File: src/rtl/instruction_fetch_pkg.sv
// Shared constants, state encoding and helpers for the instruction fetch stage.
// Imported by the fetch interface, the instruction memory and the fetch top.
package instruction_fetch_pkg;

  localparam int DATA_WIDTH     = 16;
  localparam int ADDR_WIDTH     = 6;
  localparam int DEPTH          = 1 << ADDR_WIDTH;
  localparam int REG_ADDR_WIDTH = 4;
  localparam int OPCODE_WIDTH   = 4;

  localparam logic [DATA_WIDTH-1:0] NOP_WORD = 16'h0000;

  // Bit positions of the decoded fields inside the instruction word
  localparam int OPCODE_LSB = 12;
  localparam int DR_LSB     = 8;
  localparam int SA_LSB     = 4;
  localparam int SB_LSB     = 0;

  // load_count saturates at DEPTH, which needs one more bit than an address
  localparam logic [ADDR_WIDTH:0] LOAD_COUNT_MAX = {1'b1, {ADDR_WIDTH{1'b0}}};

  typedef enum logic [1:0] {
    LOAD  = 2'd0,
    PRIME = 2'd1,
    RUN   = 2'd2,
    FLUSH = 2'd3
  } fetch_state_t;

  function automatic logic [ADDR_WIDTH:0] sat_inc(input logic [ADDR_WIDTH:0] count);
    return (count == LOAD_COUNT_MAX) ? count : count + 1'b1;
  endfunction

endpackage

File: src/rtl/instruction_fetch_if.sv
// Bus between the fetch stage and its neighbours: PC/control inputs, the host
// load port and the instruction register with its decoded fields.
interface instruction_fetch_if;
  import instruction_fetch_pkg::*;

  logic [ADDR_WIDTH-1:0]     instructionAddress;
  logic                      stall;
  logic                      flush;
  logic                      load_start;
  logic                      load_valid;
  logic                      load_ready;
  logic [ADDR_WIDTH-1:0]     load_addr;
  logic [DATA_WIDTH-1:0]     load_data;
  logic                      load_done;
  logic [ADDR_WIDTH:0]       load_count;
  logic                      fetch_run;
  logic [DATA_WIDTH-1:0]     ir;
  logic                      ir_valid;
  logic [OPCODE_WIDTH-1:0]   opcode;
  logic [REG_ADDR_WIDTH-1:0] dr;
  logic [REG_ADDR_WIDTH-1:0] sa;
  logic [REG_ADDR_WIDTH-1:0] sb;

  // master: PC, control and host side; slave: the fetch stage
  modport master (
    output instructionAddress, stall, flush, load_start,
    output load_valid, load_addr, load_data, load_done,
    input  load_ready, load_count, fetch_run,
    input  ir, ir_valid, opcode, dr, sa, sb
  );

  modport slave (
    input  instructionAddress, stall, flush, load_start,
    input  load_valid, load_addr, load_data, load_done,
    output load_ready, load_count, fetch_run,
    output ir, ir_valid, opcode, dr, sa, sb
  );

endinterface

File: src/rtl/instruction_fetch_instr_mem.sv
// Single-port instruction RAM: write port used while loading, registered read
// port with enable so a stalled fetch keeps its last word.
module instr_mem
  import instruction_fetch_pkg::*;
(
  input  logic                  clk,
  input  logic                  reset,
  input  logic                  we,
  input  logic [ADDR_WIDTH-1:0] waddr,
  input  logic [DATA_WIDTH-1:0] wdata,
  input  logic                  re,
  input  logic [ADDR_WIDTH-1:0] raddr,
  output logic [DATA_WIDTH-1:0] rdata
);

  logic [DATA_WIDTH-1:0] mem_array [0:DEPTH-1];
  logic [DATA_WIDTH-1:0] rdata_reg;

  // Contents survive reset so a program can be re-run without reloading
  always_ff @(posedge clk) begin
    if (we) begin
      mem_array[waddr] <= wdata;
    end
  end

  always_ff @(posedge clk) begin
    if (!reset) begin
      rdata_reg <= NOP_WORD;
    end else if (re) begin
      rdata_reg <= mem_array[raddr];
    end
  end

  assign rdata = rdata_reg;

endmodule

File: src/rtl/instruction_fetch.sv
// Fetch stage: loads the instruction RAM from the host, then fetches the word at
// the PC each cycle into the IR, honouring stalls and inserting NOPs on flush.
module instruction_fetch
  import instruction_fetch_pkg::*;
(
  input  logic               clk,
  input  logic               reset,
  instruction_fetch_if.slave bus
);

  fetch_state_t          state_reg;
  logic [DATA_WIDTH-1:0] ir_reg;
  logic                  ir_valid_reg;
  logic                  load_ready_reg;
  logic                  fetch_run_reg;
  logic [ADDR_WIDTH:0]   load_count_reg;
  logic [DATA_WIDTH-1:0] read_data;
  logic                  mem_we;
  logic                  mem_re;

  assign mem_we = (state_reg == LOAD) && bus.load_valid;

  // A stalled RUN keeps its read word; flush always re-reads from the jump target
  always_comb begin
    mem_re = 1'b0;
    unique case (state_reg)
      LOAD:    mem_re = 1'b0;
      PRIME:   mem_re = 1'b1;
      RUN:     mem_re = bus.flush || !bus.stall;
      FLUSH:   mem_re = !bus.stall;
      default: mem_re = 1'b0;
    endcase
  end

  instr_mem u_instr_mem (
    .clk   (clk),
    .reset (reset),
    .we    (mem_we),
    .waddr (bus.load_addr),
    .wdata (bus.load_data),
    .re    (mem_re),
    .raddr (bus.instructionAddress),
    .rdata (read_data)
  );

  always_ff @(posedge clk) begin
    if (!reset) begin
      state_reg      <= LOAD;
      ir_reg         <= NOP_WORD;
      ir_valid_reg   <= 1'b0;
      load_ready_reg <= 1'b1;
      fetch_run_reg  <= 1'b0;
      load_count_reg <= '0;
    end else begin
      unique case (state_reg)
        LOAD: begin
          if (bus.load_valid) begin
            load_count_reg <= sat_inc(load_count_reg);
          end
          if (bus.load_done) begin
            state_reg      <= PRIME;
            load_ready_reg <= 1'b0;
          end
        end
        PRIME: begin
          state_reg     <= RUN;
          fetch_run_reg <= 1'b1;
        end
        RUN: begin
          if (bus.load_start) begin
            state_reg      <= LOAD;
            ir_reg         <= NOP_WORD;
            ir_valid_reg   <= 1'b0;
            load_ready_reg <= 1'b1;
            fetch_run_reg  <= 1'b0;
            load_count_reg <= '0;
          end else if (bus.flush) begin
            state_reg    <= FLUSH;
            ir_reg       <= NOP_WORD;
            ir_valid_reg <= 1'b0;
          end else if (!bus.stall) begin
            ir_reg       <= read_data;
            ir_valid_reg <= 1'b1;
          end
        end
        FLUSH: begin
          // PC keeps advancing past the target here, so fetch_run stays high
          state_reg <= RUN;
          if (!bus.stall) begin
            ir_reg       <= read_data;
            ir_valid_reg <= 1'b1;
          end
        end
        default: begin
          state_reg <= LOAD;
        end
      endcase
    end
  end

  assign bus.ir         = ir_reg;
  assign bus.ir_valid   = ir_valid_reg;
  assign bus.load_ready = load_ready_reg;
  assign bus.fetch_run  = fetch_run_reg;
  assign bus.load_count = load_count_reg;
  assign bus.opcode     = ir_reg[OPCODE_LSB +: OPCODE_WIDTH];
  assign bus.dr         = ir_reg[DR_LSB +: REG_ADDR_WIDTH];
  assign bus.sa         = ir_reg[SA_LSB +: REG_ADDR_WIDTH];
  assign bus.sb         = ir_reg[SB_LSB +: REG_ADDR_WIDTH];

endmodule

File: src/flat_wrapper.sv
// flat-port wrapper written by rule: the top's interface ports become plain ports
module instruction_fetch_flat import instruction_fetch_pkg::*;
  (clk, reset, bus_instructionAddress, bus_stall, bus_flush, bus_load_start, bus_load_valid, bus_load_addr, bus_load_data, bus_load_done, bus_load_ready, bus_load_count, bus_fetch_run, bus_ir, bus_ir_valid, bus_opcode, bus_dr, bus_sa, bus_sb);
  instruction_fetch_if bus_i ();
  input  logic clk;
  input  logic reset;
  input wire logic [$bits(bus_i.instructionAddress)-1:0] bus_instructionAddress;
  input wire logic [$bits(bus_i.stall)-1:0] bus_stall;
  input wire logic [$bits(bus_i.flush)-1:0] bus_flush;
  input wire logic [$bits(bus_i.load_start)-1:0] bus_load_start;
  input wire logic [$bits(bus_i.load_valid)-1:0] bus_load_valid;
  input wire logic [$bits(bus_i.load_addr)-1:0] bus_load_addr;
  input wire logic [$bits(bus_i.load_data)-1:0] bus_load_data;
  input wire logic [$bits(bus_i.load_done)-1:0] bus_load_done;
  output wire logic [$bits(bus_i.load_ready)-1:0] bus_load_ready;
  output wire logic [$bits(bus_i.load_count)-1:0] bus_load_count;
  output wire logic [$bits(bus_i.fetch_run)-1:0] bus_fetch_run;
  output wire logic [$bits(bus_i.ir)-1:0] bus_ir;
  output wire logic [$bits(bus_i.ir_valid)-1:0] bus_ir_valid;
  output wire logic [$bits(bus_i.opcode)-1:0] bus_opcode;
  output wire logic [$bits(bus_i.dr)-1:0] bus_dr;
  output wire logic [$bits(bus_i.sa)-1:0] bus_sa;
  output wire logic [$bits(bus_i.sb)-1:0] bus_sb;
  assign bus_i.instructionAddress = bus_instructionAddress;
  assign bus_i.stall = bus_stall;
  assign bus_i.flush = bus_flush;
  assign bus_i.load_start = bus_load_start;
  assign bus_i.load_valid = bus_load_valid;
  assign bus_i.load_addr = bus_load_addr;
  assign bus_i.load_data = bus_load_data;
  assign bus_i.load_done = bus_load_done;
  assign bus_load_ready = bus_i.load_ready;
  assign bus_load_count = bus_i.load_count;
  assign bus_fetch_run = bus_i.fetch_run;
  assign bus_ir = bus_i.ir;
  assign bus_ir_valid = bus_i.ir_valid;
  assign bus_opcode = bus_i.opcode;
  assign bus_dr = bus_i.dr;
  assign bus_sa = bus_i.sa;
  assign bus_sb = bus_i.sb;
  instruction_fetch u_core (.clk(clk), .reset(reset), .bus(bus_i));
endmodule
File: config.mk
export PLATFORM = sky130hd
export DESIGN_NAME = instruction_fetch_flat
export DESIGN_NICKNAME = d
export VERILOG_FILES = /design/src/rtl/instruction_fetch_pkg.sv /design/src/rtl/instruction_fetch_if.sv /design/src/rtl/instruction_fetch_instr_mem.sv /design/src/rtl/instruction_fetch.sv /design/src/flat_wrapper.sv
export SDC_FILE = /design/constraint.sdc
export NUM_CORES = 1
export LEC_CHECK = 0
export CORE_UTILIZATION = 55
export DETAILED_ROUTE_END_ITERATION = 8
export PLACE_DENSITY_LB_ADDON = 0.25
export SLEW_MARGIN = 15
export SYNTH_ARGS = -nofsm -noshare
export SYNTH_HDL_FRONTEND = slang
export SYNTH_SLANG_ARGS = --single-unit
File: constraint.sdc
create_clock -name clk -period 4 [get_ports clk]
set_input_delay 0.6 -clock clk [delete_from_list [all_inputs] [get_ports clk]]
set_output_delay 0.6 -clock clk [all_outputs]
set_load 0.01 [all_outputs]
==> impl_metrics.py, run 1 <==
metrics = {
    "synthesis": {
        "ys_warn_count": 0,
        "yosysSeqAreaShare_pct": 76.7,
        "synth.top_cells.by_area": "edfxtp_1 (75%), mux2i_1 (7.6%), mux4_2 (5.6%)",
        "yosysTopAreaCellShare_pct": 74.5,
        "syn_inst": 2196,
        "ys.flop_type": "edfxtp_1",
        "synth_area_sq_um": 41300,
        "syn_nets": 2233,
        "ys_top_cells_by_count": "edfxtp_1 (1024), mux2i_1 (313), mux4_2 (102)",
        "syn_avg_cell_area_sq_um": 18.8,
        "async_reset_ff_share_pct": 0,
        "synth_most_common_cell": "edfxtp_1",
        "synth_edf_count": 1024,
        "ys_seq_elements": 1068,
        "yosysTopAreaCell": "edfxtp_1",
        "synth_cell_types": 52,
    },
    "job": {
        "maxCapViolCount": 0,
    },
    "clock_network": {
        "cts-root-buf": "clkbuf_16",
        "clkSlewWorstSetupHoldPaths_ps": 60,
        "hold_buffers": 0,
        "numCtsBuffers": 103,
        "cts_sinks": 1068,
        "clk-insertion-delay-late_ps": 670,
        "cts_resized": 0,
        "h-tree-depth": 3,
        "cts_setup_buffers": 0,
        "cts_tree": "yes",
        "cts_buffer_depth": 3,
    },
    "sta": {
        "fmax_mhz": 317,
        "hold_viol": 0,
        "whs_ps": 436,
        "finalSetupTns_ps": 0,
        "finalSetupViolations": 0,
        "rsz0062_at_grt": "no",
        "period_needed_ps": 3150,
        "post-route-period-util_pct": 78.8,
        "slew_violations": 0,
        "fin_skew_ps": 36.3,
        "max_slew_margin_pct": 22.6,
        "worst_pin_slew_ps": 1160,
        "fin_ws_ps": 848,
    },
    "floorplanning": {
        "core_region_area_sq_um": 74300,
        "start_util_pct": 55.5,
        "dieArea_sq_um": 76100,
        "die_w_um": 276,
        "die_y_um": 276,
        "rows": 100,
        "io_pins": 77,
    },
    "placement": {
        "place_congestion": 0.922,
        "place_ws_ps": 262,
        "placed_cells": 3223,
        "dp_hpwl_um": 63000,
        "numPortBuffers": 76,
    },
    "setup_path": {
        "worstPathArrival_ps": 3690,
        "critPathMaxFanout": 16,
        "worstPathRequired_ps": 4540,
        "r2r_start": "u_core.state_reg[0]",
        "critPathLaunchType": "primary input",
        "crit_path_start": "bus_instructionAddress[5]",
        "cp-end-kind": "register",
        "worstSetupPathType": "in -> reg",
    },
    "layout": {
        "nets": 2396,
        "area_delta_synth_final_pct": 13.9,
        "fillerInstances": 5129,
        "fin_cells": 3416,
        "largest_reg_flops": 1024,
        "final_layout_size_suffix_gt1_share_pct": 17.5,
    },
    "routing": {
        "ant_nets": 0,
        "routed_wl_um": 102000,
        "drc": 0,
        "avgRoutedWirePerCell_um": 29.8,
        "vias_per_cell": 6.40,
        "drtIter0Drc": 2908,
        "dr.pass1.iters": 6,
        "vias": 21900,
    },
    "grt": {
        "antenna_found_initial": 2,
        "use_met3_pct": 6.32,
        "overflow": 0,
        "grtUsageMet1_pct": 39.5,
        "grt-busiest-layer": "met2",
        "grt_usage_pct": 27.1,
        "first_global_vias": 21100,
        "grt_pass1_wl_um": 146000,
        "grt_max_degree": 65,
        "met2_usage_pct": 40.8,
    },
    "min_path": {
        "min_from": "bus_load_data[2]",
        "hp-class": "in -> reg",
    },
    "pwr": {
        "max-vdd-ir-drop_uv": 383,
        "power_density_nw_per_um2": 499,
        "p_leak_nw": 15.8,
    },
    "status": {
        "status": "completed",
    },
}
area by class of cell:
type | instances | area (sq um) | area share (%)
flip-flops and latches | 1068 | 31600 | 67.3
multi-input cells | 976 | 8840 | 18.8
clock buffers | 136 | 2870 | 6.10
repair buffers | 202 | 1760 | 3.74
well taps | 969 | 1210 | 2.58
clock inverters | 55 | 641 | 1.36
inverters | 8 | 30.0 | 0.0639
diodes | 2 | 5.00 | 0.0107
critical path, cell delays in order:
cell	delay, ps
clkdlybuf4s50_1	780
nand4bb_1	650
o22ai_1	240
nor4_1	830
a21oi_1	160
a2111o_1	410
cell families (layout without fill, tap and decap cells):
kind of cell / after synthesis / in the layout / share of synthesized area (%)
AOI/OAI and AO/OA: 297 / 297 / 5.10
xor gates and xnor gates: 5 / 5 / 0.106
adders and majority gates: 2 / 2 / 0.0606
buffers and inverters: 152 / 401 / 1.94
DFF: 1068 / 1068 / 76.7
muxes: 415 / 415 / 13.2
other: 0 / 2 / 0
and+or+nand+nor: 257 / 257 / 2.96
metrics by stage:
step           total power, mW  cell area [sq um]  utilization [%]
6_report                  23.4              47000             63.2
5_1_grt                   24.0              47000             63.2
4_1_cts                   23.5              47000             63.2
3_5_place_dp              13.7              43500             58.5
3_3_place_gp              13.7              43500             58.5
2_1_floorplan             13.1              41300                -
power breakdown:
group / total, mW / internal (mW) / switching, mW
Clock: 9.98 / 5.93 / 4.05
Sequential: 12.3 / 12.3 / 0.0408
Combinational: 1.12 / 0.368 / 0.748
cells in the final DEF (no fill, tap or decap), types with 4 or more instances in the layout:
master              n
a2111o_1           16
a2111oi_0           4
a21oi_1            65
a221oi_1           35
a221oi_2           10
a22o_1             15
a22oi_1            32
a31oi_1            16
buf_12             10
buf_2              16
buf_4             117
bufinv_16          14
clkbuf_1           21
clkbuf_16         107
clkbuf_8            8
clkdlybuf4s50_1    57
clkinv_1           12
clkinv_2           24
dfxtp_1            44
edfxtp_1         1024
inv_1               8
mux2i_1           313
mux4_2            102
nand2_1            75
nand3_1            34
nand3b_1            4
nor2_1             92
nor4_1             16
o21ai_0            18
o21ai_1            14
o22ai_1            64
xnor2_1             5
final timing paths:
check	slack, ps	to	depth (start not counted)
min reg2reg	460	u_core.bus.ir[0]	2
max	850	u_core.u_instr_mem.rdata[11]	6
min	440	u_core.u_instr_mem.mem_array[40][2]	1
max reg2reg	1490	u_core.u_instr_mem.mem_array[52][9]	5
routing by layer:
layer | vias up | wire [um]
li1 | 9234 | -
met1 | 11300 | 41500
met2 | 1173 | 46800
met3 | 152 | 10800
met4 | 2 | 2710
met5 | - | 13
No activity file was read; power rests on OpenSTA's default activity.
==> inputs of run 2 (changes only) <==
==> constraint.sdc (replaced) <==
create_clock -name clk -period 2.8 [get_ports clk]
set_input_delay 0.42 -clock clk [delete_from_list [all_inputs] [get_ports clk]]
set_output_delay 0.42 -clock clk [all_outputs]
set_load 0.01 [all_outputs]
==> run 2 against run 1 <==
Combinational power is 62% higher. Core utilization is 2.0 points higher. Die area stayed put. Wire length is 4.9% higher. Clock skew is 4.2 ps lower. Power is 43% higher. Worst hold slack worse by 350 ps. Cell area is 3.1% higher. Global-route usage is 1.3 points higher. Worst setup slack worse by 520 ps. Critical endpoint is now u_core.u_instr_mem.rdata[10]. Critical path type unchanged. Clock power is 41% higher.
==> impl_metrics.py, run 2 (synthesis results as in run 1) <==
metrics = {
    "status": {
        "status": "completed",
    },
    "layout": {
        "area_delta_synth_final_pct": 17.4,
        "final_common_cell": "edfxtp_1",
        "diodes": 0,
        "mostFrequentLayoutCells": "edfxtp_1 (1024), mux2i_1 (313), buf_4 (157)",
        "nets": 2497,
        "final_layout_size_suffix_gt1_share_pct": 20.5,
        "largest_reg_flops": 1024,
    },
    "placement": {
        "place_congestion": 0.996,
        "dp_hpwl_um": 68300,
        "numPortBuffers": 76,
    },
    "pwr": {
        "internal_power_mw": 26.5,
        "combPwrFrac_pct": 5.4,
        "swShare_pct": 21.0,
        "p_leak_nw": 16.4,
        "p_sw_mw": 7.06,
        "power_mw": 33.6,
        "p_seq_share_pct": 52.5,
        "max-vdd-ir-drop_uv": 482,
        "p_clk_share_pct": 42.1,
        "power_density_nw_per_um2": 693,
    },
    "routing": {
        "vias": 22600,
        "avgRoutedWirePerCell_um": 30.4,
        "vias_per_cell": 6.41,
        "drtIter0Drc": 3059,
        "dr.pass1.iters": 6,
        "routed_wl_um": 107000,
        "ant_nets": 0,
        "drc": 0,
    },
    "setup_path": {
        "critPathLaunchType": "primary input",
        "cp-end-kind": "register",
        "rr_endpoint": "u_core.u_instr_mem.rdata[10]",
        "worstPathRequired_ps": 3360,
        "worstSetupPathType": "in -> reg",
        "critPathMaxStageDelay_ps": 650,
        "path_cells": "buf_8, buf_12, buf_12, mux2i_1, o22ai_1, nor4_1, buf_4, a21oi_1, a2111o_1",
        "cp.buffers_inverters": 4,
        "slowest_stage": "nor4_1",
        "crit_top_cell": "buf_12",
        "critPathMaxFanout": 17,
        "cp.depth": 9,
        "reg2reg_depth": 6,
        "cp_top_family": "buffers and inverters",
        "crit_path_start": "bus_instructionAddress[2]",
        "worstPathArrival_ps": 3030,
        "reg2reg_slack_ps": 480,
        "crit_path_end": "u_core.u_instr_mem.rdata[10]",
        "r2r_start": "u_core.u_instr_mem.mem_array[31][10]",
    },
    "clock_network": {
        "cts_sinks": 1068,
        "clk-insertion-delay-late_ps": 670,
        "numCtsBuffers": 103,
        "clkSlewWorstSetupHoldPaths_ps": 60,
        "hold_buffers": 0,
        "cts_resized": 0,
        "h-tree-depth": 3,
        "cts_tree": "yes",
        "cts_buffer_depth": 3,
        "cts_setup_buffers": 0,
        "cts-root-buf": "clkbuf_16",
    },
    "floorplanning": {
        "start_util_pct": 55.5,
        "rows": 100,
        "die_y_um": 276,
        "io_pins": 77,
        "die_w_um": 276,
        "core_region_area_sq_um": 74300,
        "dieArea_sq_um": 76100,
    },
    "min_path": {
        "whs_path_depth": 1,
        "hp-class": "in -> reg",
    },
    "sta": {
        "period_needed_ps": 2470,
        "finalSetupTns_ps": 0,
        "worst_pin_slew_ps": 1020,
        "rsz0062_at_grt": "no",
        "post-route-period-util_pct": 88.3,
        "fin_skew_ps": 32.1,
        "max_slew_margin_pct": 32.1,
        "fmax_mhz": 405,
        "hold_viol": 0,
        "finalSetupViolations": 0,
        "slew_violations": 0,
    },
    "grt": {
        "first_global_vias": 21700,
        "grt_pass1_wl_um": 152000,
        "grt_usage_pct": 28.4,
        "grt_max_degree": 65,
        "antenna_found_initial": 2,
        "overflow": 0,
    },
    "job": {
        "maxCapViolCount": 0,
    },
}
## run 2: changes by cell type in the layout (fill, tap and decap cells not counted), moves of 2 or more
cell | before | now
diode_2 | 2 | 0
bufinv_16 | 14 | 12
clkbuf_8 | 8 | 4
buf_4 | 117 | 157
inv_6 | 0 | 2
clkinv_4 | 0 | 2
clkinv_2 | 24 | 15
clkinv_1 | 12 | 17
nor3b_4 | 0 | 2
clkinvlp_4 | 3 | 7
clkbuf_1 | 21 | 25
nor3b_2 | 2 | 0
buf_12 | 10 | 70
## run 2: per-layer routing
layer | track usage [%] | wire length, um | part of all wire, %
met1 | 40.5 | 42400 | 40
met2 | 42.8 | 48600 | 46
met3 | 7.60 | 12200 | 11
met4 | 9.46 | 3530 | 3.3
met5 | 0 | 26 | 0.024
## run 2: how the worst min path moves through the flow
stage                                            from                                   to  slack, ps
after floorplan           u_core.u_instr_mem.rdata[0]                     u_core.bus.ir[0]        430
after global placement    u_core.u_instr_mem.rdata[0]                     u_core.bus.ir[0]        460
after detailed placement  u_core.u_instr_mem.rdata[0]                     u_core.bus.ir[0]        460
after CTS                            bus_load_data[5]  u_core.u_instr_mem.mem_array[43][5]         60
after global routing                 bus_load_data[5]  u_core.u_instr_mem.mem_array[42][5]         80
final                                bus_load_data[5]  u_core.u_instr_mem.mem_array[42][5]         90
## run 2: cell type report
cell class / count / area, sq um
clock buffer: 137 / 2850
clock inverter: 56 / 603
fill: 4931 / 25900
inverter: 8 / 30.0
multi-input combinational: 976 / 8850
sequential: 1068 / 31600
tap: 969 / 1210
timing repair buffer: 303 / 3260
## run 2: per-stage QoR
step           area (sq um)  setup WS [ps]  cells  hold slack [ps]  util [%]
2_1_floorplan         41300            453   2196              433         -
3_3_place_gp          45000           -338   3324              459      60.5
3_5_place_dp          45000           -372   3324              464      60.5
4_1_cts               48400            332   3517             62.5      65.2
5_1_grt               48400            264   3517             75.4      65.2
6_report              48400            328   3517             86.5      65.2
## run 2: power by group through the flow
stage	registers, mW	clock network, mW	logic (mW)
finish	17.6	14.1	1.81
global route	17.6	14.8	1.88
CTS	17.6	14.2	1.79
detailed placement	18.0	0	1.78
global placement	18.0	0	1.75
floorplan	17.9	0	0.833
==> inputs of run 3 (changes only) <==
--- a/config.mk
+++ b/config.mk
@@ -5,6 +5,7 @@
 export SDC_FILE = /design/constraint.sdc
 export NUM_CORES = 1
 export LEC_CHECK = 0
+export CORE_MARGIN = 4
 export CORE_UTILIZATION = 55
 export DETAILED_ROUTE_END_ITERATION = 8
 export PLACE_DENSITY_LB_ADDON = 0.25
==> run 3 against run 2 <==
Critical path depth decreased by 4. Non-clock buffer count fell by 19. Die area grew 4.4%. Critical endpoint is now u_core.u_instr_mem.mem_array[48][9]. Largest cell class unchanged.
==> impl_metrics.py, run 3 (synthesis results as in run 1) <==
metrics = {
    "sta": {
        "fin_skew_ps": 28.1,
        "worst_pin_slew_ps": 1120,
        "period_needed_ps": 2460,
        "rsz0062_at_grt": "no",
        "slew_violations": 0,
        "fmax_mhz": 406,
        "finalSetupViolations": 0,
        "post-route-period-util_pct": 88.0,
        "max_slew_margin_pct": 25.2,
        "hold_viol": 0,
    },
    "status": {
        "status": "completed",
    },
    "layout": {
        "final_common_cell": "edfxtp_1",
        "mostFrequentLayoutCells": "edfxtp_1 (1024), mux2i_1 (313), buf_4 (110)",
        "area_delta_synth_final_pct": 17.8,
        "nets": 2478,
        "final_layout_size_suffix_gt1_share_pct": 19.6,
        "fin_area_sq_um": 48600,
        "largest_reg_flops": 1024,
    },
    "placement": {
        "dp_hpwl_um": 67500,
        "place_congestion": 0.925,
        "numPortBuffers": 76,
        "placed_area_sq_um": 45200,
    },
    "setup_path": {
        "rr_endpoint": "u_core.u_instr_mem.mem_array[48][9]",
        "worstSetupPathType": "reg -> reg",
        "cp-end-kind": "register",
        "reg2reg_depth": 5,
        "critPathLaunchType": "register",
        "crit_path_start": "u_core.state_reg[0]",
        "worstPathArrival_ps": 2820,
        "critPathMaxFanout": 15,
        "worstPathRequired_ps": 3150,
        "reg2reg_slack_ps": 340,
        "crit_path_end": "u_core.u_instr_mem.mem_array[48][9]",
        "r2r_start": "u_core.state_reg[0]",
    },
    "floorplanning": {
        "die_w_um": 282,
        "io_pins": 77,
        "die_y_um": 282,
        "dieArea_sq_um": 79500,
        "start_util_pct": 55.4,
        "core_region_area_sq_um": 74400,
        "rows": 100,
    },
    "grt": {
        "overflow": 0,
        "antenna_found_initial": 1,
        "first_global_vias": 22100,
        "grt_usage_pct": 26.6,
        "grt_max_degree": 65,
        "grt_pass1_wl_um": 152000,
    },
    "clock_network": {
        "cts-root-buf": "clkbuf_16",
        "cts_resized": 0,
        "cts_setup_buffers": 0,
        "hold_buffers": 0,
        "clkSlewWorstSetupHoldPaths_ps": 60,
        "h-tree-depth": 3,
        "numCtsBuffers": 103,
        "cts_tree": "yes",
        "cts_sinks": 1068,
        "clk-insertion-delay-late_ps": 660,
        "cts_buffer_depth": 3,
    },
    "routing": {
        "ant_nets": 0,
        "dr.pass1.iters": 6,
        "drtIter0Drc": 2807,
        "avgRoutedWirePerCell_um": 29.9,
        "vias": 22500,
        "drc": 0,
        "routed_wl_um": 105000,
        "vias_per_cell": 6.43,
    },
    "pwr": {
        "p_leak_nw": 16.4,
        "power_mw": 33.2,
        "max-vdd-ir-drop_uv": 441,
        "power_density_nw_per_um2": 684,
    },
    "min_path": {
        "hp-class": "in -> reg",
    },
    "job": {
        "maxCapViolCount": 0,
    },
}
-- run 3: changes by cell type in the layout (fill, tap and decap cells not counted) --
cell        before  now
clkbuf_8         4    1
nor3b_2          0    2
clkinv_1        17   18
nor3b_4          2    0
clkbuf_1        25   30
clkinvlp_4       7    4
buf_4          157  110
clkinv_4         2    0
diode_2          0    2
buf_12          70   98
clkinv_2        15   17
inv_6            2    1
-- run 3: how the worst min path moves through the flow --
stage / cells after the start / startpoint / slack [ps] / to
after detailed placement: 2 / u_core.bus.ir[0] / 470 / u_core.bus.ir[0]
after global routing: 1 / bus_load_data[4] / 230 / u_core.u_instr_mem.mem_array[45][4]
final: 1 / bus_load_data[4] / 240 / u_core.u_instr_mem.mem_array[45][4]
after floorplan: 2 / u_core.u_instr_mem.rdata[0] / 430 / u_core.bus.ir[0]
after global placement: 2 / u_core.bus.ir_valid / 460 / u_core.bus.ir_valid
after CTS: 1 / bus_load_data[4] / 210 / u_core.u_instr_mem.mem_array[45][4]
-- run 3: metal layers --
layer,share of wire [%],vias to the layer above,global-route usage [%]
li1,-,9407,-
met1,40,11600,38.8
met2,46,1327,40.3
met3,11,164,6.39
met4,3.1,0,8.38
met5,0,-,0
-- run 3: final cells by class --
class                   instances  area, sq um
well taps                     969         1210
flip-flops and latches       1068        31600
diodes                          2         5.00
repair buffers                284         3470
inverters                       8         30.0
clock buffers                 139         2830
fillers                      4887        25900
clock inverters                53          568
multi-input cells             976         8840
-- run 3: through the flow --
step	setup WS, ps	hold WS [ps]	util, %	setup TNS, ps	std cells
after global routing	263	234	65.3	0	3497
after floorplan	453	433	-	0	2196
after detailed placement	-150	473	60.7	-881	3305
after global placement	-73.8	458	60.7	-86.6	3305
after CTS	406	215	65.3	0	3497
final	335	243	65.3	0	3499
-- run 3: where the power goes --
group,switching [mW],total (mW),internal [mW]
combinational,1.10,1.75,0.654
clock,5.68,13.9,8.17
sequential,0.0635,17.6,17.6
total,6.84,33.2,26.4
-- run 3: worst max-delay path, stage by stage (launching register included) --
cell     delay, ps
dfxtp_1        440
nor4b_1        570
buf_4          230
nand2_1        350
nor2_1         370
buf_12         200
